[config.mk]
export PLATFORM = sky130hd
export DESIGN_NAME = pwm_fade_controller
export DESIGN_NICKNAME = d
export VERILOG_FILES = /design/src/rtl/pwm_fade_controller_pkg.sv /design/src/rtl/pwm_fade_controller_pwm_core.sv /design/src/rtl/pwm_fade_controller.sv
export SDC_FILE = /design/constraint.sdc
export NUM_CORES = 1
export LEC_CHECK = 0
export ABC_AREA = 1
export BUFFER_PORTS_ARGS = -buffer_cell sky130_fd_sc_hd__buf_2
export CELL_PAD_IN_SITES_DETAIL_PLACEMENT = 1
export CELL_PAD_IN_SITES_GLOBAL_PLACEMENT = 1
export CORE_ASPECT_RATIO = 1.1
export CORE_MARGIN = 4
export CORE_UTILIZATION = 27
export CTS_BUF_LIST = sky130_fd_sc_hd__clkbuf_8
export CTS_CLUSTER_SIZE = 24
export DETAILED_ROUTE_END_ITERATION = 8
export PLACE_DENSITY_LB_ADDON = 0.1
export SLEW_MARGIN = 15
export SYNTH_ARGS = -nofsm -noshare
export SYNTH_HDL_FRONTEND = slang
export SYNTH_SLANG_ARGS = --single-unit
export TNS_END_PERCENT = 50
[constraint.sdc]
create_clock -name clock -period 6.9 [get_ports clock]
set_input_delay 1.38 -clock clock [delete_from_list [all_inputs] [get_ports clock]]
set_output_delay 1.38 -clock clock [all_outputs]
set_load 0.05 [all_outputs]
[src/rtl/pwm_fade_controller_pkg.sv]
// Shared definitions for the LED PWM fade path: defaults, the FSM state
// encoding and a small helper for sizing the period-count registers.
package pwm_fade_controller_pkg;

    localparam int unsigned DEF_PERIOD       = 100;
    localparam int unsigned DEF_WIDTH        = 8;
    localparam int unsigned DEF_STEP         = 1;
    localparam int unsigned DEF_PRESCALE     = 4;
    localparam int unsigned DEF_HOLD_PERIODS = 16;

    localparam int unsigned STATE_W = 3;

    typedef enum logic [STATE_W-1:0] {
        ST_IDLE      = 3'd0,
        ST_RAMP_UP   = 3'd1,
        ST_HOLD_HIGH = 3'd2,
        ST_RAMP_DOWN = 3'd3,
        ST_HOLD_LOW  = 3'd4
    } fade_state_t;

    // Bits needed to count 0..n-1 (at least one bit)
    function automatic int unsigned cnt_width(input int unsigned n);
        return (n > 1) ? $clog2(n) : 1;
    endfunction

endpackage

[src/rtl/pwm_fade_controller_pwm_core.sv]
// PWM period counter and compare stage.
//   clock      : system clock, rising edge
//   reset      : asynchronous active-high reset
//   run        : 1 = count; 0 = hold the counter at 0
//   duty       : number of high cycles per period (0..PERIOD)
//   led        : PWM output, high while counter < duty
//   period_end : high in the last cycle of every running period
module pwm_core
    import pwm_fade_controller_pkg::*;
#(
    parameter int unsigned PERIOD = DEF_PERIOD,
    parameter int unsigned WIDTH  = DEF_WIDTH
) (
    input  logic             clock,
    input  logic             reset,
    input  logic             run,
    input  logic [WIDTH-1:0] duty,
    output logic             led,
    output logic             period_end
);

    localparam logic [WIDTH-1:0] LAST = WIDTH'(PERIOD - 1);

    logic [WIDTH-1:0] counter;

    // Period counter; cleared whenever the sequencer is not running
    always_ff @(posedge clock or posedge reset) begin
        if (reset) begin
            counter <= '0;
        end else if (!run || (counter == LAST)) begin
            counter <= '0;
        end else begin
            counter <= counter + WIDTH'(1);
        end
    end

    // Compare straight off the counter/duty registers so duty=0 and
    // duty=PERIOD give a constant level with no edge
    assign led        = (counter < duty);
    assign period_end = run && (counter == LAST);

endmodule

[src/rtl/pwm_fade_controller.sv]
// Breathing sequencer for the LED PWM path: ramps duty up to a latched
// ceiling, holds, ramps down to zero, holds, and repeats. All duty and
// state changes happen on the period_end edge, so a new duty takes effect
// exactly when the PWM counter wraps to 0.
//   clock      : system clock, rising edge
//   reset      : asynchronous active-high reset
//   enable     : 1 = run the fade sequence; 0 = return to IDLE
//   duty_max   : ramp ceiling, latched entering RAMP_UP, clamped to PERIOD
//   led        : PWM output
//   duty       : duty currently applied by the compare stage
//   period_end : one-cycle pulse in the last cycle of each period
//   state      : FSM state (IDLE=0 .. HOLD_LOW=4)
//   busy       : high whenever state is not IDLE
module pwm_fade_controller
    import pwm_fade_controller_pkg::*;
#(
    parameter int unsigned PERIOD       = DEF_PERIOD,
    parameter int unsigned WIDTH        = DEF_WIDTH,
    parameter int unsigned STEP         = DEF_STEP,
    parameter int unsigned PRESCALE     = DEF_PRESCALE,
    parameter int unsigned HOLD_PERIODS = DEF_HOLD_PERIODS
) (
    input  logic               clock,
    input  logic               reset,
    input  logic               enable,
    input  logic [WIDTH-1:0]   duty_max,
    output logic               led,
    output logic [WIDTH-1:0]   duty,
    output logic               period_end,
    output logic [STATE_W-1:0] state,
    output logic               busy
);

    localparam int unsigned PS_W   = cnt_width(PRESCALE);
    localparam int unsigned HOLD_W = cnt_width(HOLD_PERIODS);
    localparam int unsigned WP1    = WIDTH + 1;

    localparam logic [WIDTH-1:0]  PERIOD_V  = WIDTH'(PERIOD);
    localparam logic [WP1-1:0]    STEP_V    = WP1'(STEP);
    localparam logic [PS_W-1:0]   PS_LAST   = PS_W'(PRESCALE - 1);
    localparam logic [HOLD_W-1:0] HOLD_LAST = HOLD_W'(HOLD_PERIODS - 1);

    fade_state_t       state_q, state_d;
    logic [WIDTH-1:0]  duty_q, duty_d;
    logic [WIDTH-1:0]  limit_q, limit_d;
    logic [PS_W-1:0]   ps_q, ps_d;
    logic [HOLD_W-1:0] hold_q, hold_d;
    logic              busy_q;

    logic              run;
    logic              pe;
    logic [WIDTH-1:0]  latch_val;
    logic [WP1-1:0]    up_sum;
    logic [WIDTH-1:0]  duty_up;
    logic [WIDTH-1:0]  duty_dn;

    // Counter runs only while sequencing; dropping enable clears it on the
    // same edge that returns the FSM to IDLE
    assign run = (state_q != ST_IDLE) && enable;

    pwm_core #(
        .PERIOD (PERIOD),
        .WIDTH  (WIDTH)
    ) u_pwm_core (
        .clock      (clock),
        .reset      (reset),
        .run        (run),
        .duty       (duty_q),
        .led        (led),
        .period_end (pe)
    );

    // Ceiling clamp and saturating step arithmetic, one bit wider so
    // neither direction can wrap
    always_comb begin
        latch_val = (duty_max > PERIOD_V) ? PERIOD_V : duty_max;
        up_sum    = {1'b0, duty_q} + STEP_V;
        duty_up   = (up_sum > {1'b0, limit_q}) ? limit_q : up_sum[WIDTH-1:0];
        duty_dn   = ({1'b0, duty_q} > STEP_V) ? WIDTH'({1'b0, duty_q} - STEP_V) : '0;
    end

    // State and datapath registers
    always_ff @(posedge clock or posedge reset) begin
        if (reset) begin
            state_q <= ST_IDLE;
            duty_q  <= '0;
            limit_q <= '0;
            ps_q    <= '0;
            hold_q  <= '0;
            busy_q  <= 1'b0;
        end else begin
            state_q <= state_d;
            duty_q  <= duty_d;
            limit_q <= limit_d;
            ps_q    <= ps_d;
            hold_q  <= hold_d;
            busy_q  <= (state_d != ST_IDLE);
        end
    end

    // Next-state and datapath update; everything but the IDLE exit waits
    // for period_end
    always_comb begin
        state_d = state_q;
        duty_d  = duty_q;
        limit_d = limit_q;
        ps_d    = ps_q;
        hold_d  = hold_q;

        if (!enable) begin
            state_d = ST_IDLE;
            duty_d  = '0;
            limit_d = '0;
            ps_d    = '0;
            hold_d  = '0;
        end else begin
            unique case (state_q)
                ST_IDLE: begin
                    state_d = ST_RAMP_UP;
                    limit_d = latch_val;
                    duty_d  = '0;
                    ps_d    = '0;
                    hold_d  = '0;
                end
                ST_RAMP_UP: begin
                    if (pe) begin
                        if (ps_q == PS_LAST) begin
                            ps_d   = '0;
                            duty_d = duty_up;
                            if (duty_up == limit_q) begin
                                state_d = ST_HOLD_HIGH;
                                hold_d  = '0;
                            end
                        end else begin
                            ps_d = ps_q + PS_W'(1);
                        end
                    end
                end
                ST_HOLD_HIGH: begin
                    if (pe) begin
                        if (hold_q == HOLD_LAST) begin
                            state_d = ST_RAMP_DOWN;
                            ps_d    = '0;
                            hold_d  = '0;
                        end else begin
                            hold_d = hold_q + HOLD_W'(1);
                        end
                    end
                end
                ST_RAMP_DOWN: begin
                    if (pe) begin
                        if (ps_q == PS_LAST) begin
                            ps_d   = '0;
                            duty_d = duty_dn;
                            if (duty_dn == '0) begin
                                state_d = ST_HOLD_LOW;
                                hold_d  = '0;
                            end
                        end else begin
                            ps_d = ps_q + PS_W'(1);
                        end
                    end
                end
                ST_HOLD_LOW: begin
                    if (pe) begin
                        if (hold_q == HOLD_LAST) begin
                            state_d = ST_RAMP_UP;
                            limit_d = latch_val;
                            ps_d    = '0;
                            hold_d  = '0;
                        end else begin
                            hold_d = hold_q + HOLD_W'(1);
                        end
                    end
                end
                default: begin
                    state_d = ST_IDLE;
                    duty_d  = '0;
                    limit_d = '0;
                    ps_d    = '0;
                    hold_d  = '0;
                end
            endcase
        end
    end

    assign duty       = duty_q;
    assign state      = state_q;
    assign busy       = busy_q;
    assign period_end = pe;

endmodule

==> flow_summary.json <==
{
  "status": "completed",
  "ff_latch_area_um2": 851,
  "path_clk_slew_ns": 0.07,
  "groute.usage.overall_pct": 14.1,
  "synthMuxAreaShare_pct": 0,
  "ys_seq_area_share_pct": 29.8,
  "die-area_um2": 12300,
  "rsz0062_at_grt": "false",
  "tightest_slew_ns": 0.664,
  "synth_top_family_by_area": "simple AND/OR/NAND/NOR gates",
  "fin_crit_ns": 3.79,
  "wl_per_cell_um": 14.7,
  "yosysUniqueCellTypes": 38,
  "hpwl_mm": 6.59,
  "min_path_type": "reg -> reg",
  "slew_headroom_pct": 55.4,
  "synth-seq-cells": 34,
  "cts_buffer_depth": 2,
  "crit_chain": "buf_2 -> inv_2 -> nor2_1 -> nand2_1 -> inv_2 -> buf_2",
  "async_flop_share_pct": 100,
  "hold_violations": 0,
  "critPathKind": "in -> out",
  "report.final.slew_viol_count": 0,
  "cts_buffers": 5,
  "postCtsSetupBuffers": 0,
  "finalClockSkew_ns": 0.00144,
  "avgSynthCellArea_um2": 7.35,
  "cts_resized": 0,
  "root_buffer": "clkbuf_8",
  "synth_flop_cell": "dfrtp_1",
  "grt_overflow": 0,
  "vias": 2610,
  "placed_area_um2": 3110,
  "io_pins": 25,
  "max_stage_delay_ns": 0.26,
  "path_max_fanout": 13,
  "hold_slack_ns": 0.499,
  "p_total_mw": 1.62,
  "initial_utilization_pct": 27.6,
  "htreeDepth": 2,
  "grt_first_pass_wirelength_mm": 13.7,
  "routed_wl_mm": 8.17,
  "synth_compound_area_share_pct": 12.6,
  "multi_input_area_um2": 1710,
  "leakage_nw": 1.54,
  "cp.required_ns": 5.52,
  "setup_ws_ns": 3.11,
  "power_density_nw_per_um2": 508,
  "clock-sinks": 34,
  "gp_congestion": 0.777,
  "place_ws_ns": 3.09,
  "final_common_cell": "nand2_1",
  "avgViaCountPerCell": 4.69,
  "maxCapViolations": 0,
  "ant_nets": 0,
  "crit_arrival_ns": 2.41,
  "drc": 0,
  "end_kind": "output port",
  "syn_nets": 421,
  "die_width_um": 106,
  "grt_max_degree": 35,
  "hold_buffers": 0,
  "synth_cells": 389,
  "drive_above_1_share_pct": 20.8,
  "nNetsFinal": 445,
  "synthXorXnorAreaFrac_pct": 2.10,
  "ir_worst_vdd_uv": 299,
  "antenna_found_initial": 0,
  "antenna_cells": 0,
  "finalCritPeriodShare_pct": 54.9,
  "cts_tree": "built",
  "num_rows": 39,
  "setup_viol": 0,
  "dieHeight_um": 116,
  "cp_slowest_cell": "buf_2",
  "synthAdderAreaFrac_pct": 9.19,
  "nFillCells": 1338,
  "portBuffers": 24,
  "coreArea_um2": 10300,
  "dp_cells": 549,
  "final_cell_mix": "nand2_1, inv_1, nor2_1",
  "synth_enable_flop_cells": 0,
  "drtPass1Iterations": 4,
  "syn_area_um2": 2860,
  "tns_ns": 0,
  "final_cell_area_um2": 3200,
  "insertion_delay_ns": 0.29,
  "syn_to_final_growth_pct": 11.8,
  "final_cell_count_no_fill": 557,
  "synthSimpleGateAreaFrac_pct": 36.1,
  "grt_pass1_vias": 2679,
  "cp-start-kind": "input port",
  "yosysWarningCount": 0,
  "fin_util_pct": 30.9,
  "timing.fmax_ghz": 0.264,
  "drtIter0Drc": 77
}
synthesized netlist by cell type, types with 7 or more instances:
cell type  count  area (µm²)
nor2_1        36         135
o21ai_0       22         110
ha_1          21         263
nand2_1       65         244
nand3_2       11         110
nand2_2        8        50.1
nor3_1        11        55.1
dfrtp_1       34         851
inv_1         42         158
inv_2         15        56.3
nand3_1       35         175
nand4_1        7        43.8
a21oi_1       17        85.1
o22ai_1        9        56.3
worst max-delay path: cells and delay by family:
kind                   cells  cell delay, ns
buffers and inverters      4            0.75
AND/OR/NAND/NOR            2            0.28
cells by family after synthesis:
| kind of cell | Yosys count |
|---|---|
| adders and majority gates | 21 |
| buffers and inverters | 70 |
| and+or+nand+nor | 195 |
| xor gates and xnor gates | 6 |
| DFF | 34 |
| AOI/OAI and AO/OA | 63 |
path summary, 6_finish.rpt:
path / slack, ns / endpoint / from / depth (start not counted)
max in group asynchronous: 5.38 / limit_q[3] / reset / 3
min in group asynchronous: 1.19 / u_pwm_core.counter[2] / reset / 3
hold / removal: 0.50 / u_pwm_core.counter[0] / u_pwm_core.counter[0] / 1
hold reg to reg: 0.50 / u_pwm_core.counter[0] / u_pwm_core.counter[0] / 1
setup / recovery: 3.11 / period_end / enable / 6
setup reg to reg: 3.38 / hold_q[3] / duty[0] / 23
power breakdown:
group	total [mW]	switching, mW	internal [mW]	leakage, nW
Combinational	1.19	0.832	0.360	1.03
Sequential	0.274	0.0500	0.224	0.462
Clock	0.157	0.0784	0.0791	0.0524
cell type report:
cell class / count / share of cell area [%]
Clock buffer: 6 / 2.58
Clock inverter: 2 / 0.274
Inverter: 62 / 7.36
Multi-Input combinational cell: 285 / 53.6
Sequential cell: 34 / 26.6
Tap cell: 143 / 5.60
Timing Repair Buffer: 25 / 3.99
registers in the layout, summed over array words and instances (netlist names):
name and cells:
busy 1, duty 8, hold_q 4, limit_q 8, ps_q 2, state 3
u_pwm_core.counter 8
per-layer routing:
layer	GRT usage [%]	wire length, µm	up-vias
li1	-	-	1336
met1	17.8	3790	1250
met2	25.1	4140	16
met3	1.89	134	8
met4	4.15	101	0
met5	0	0	-
Power figures use the tool's default switching activity.
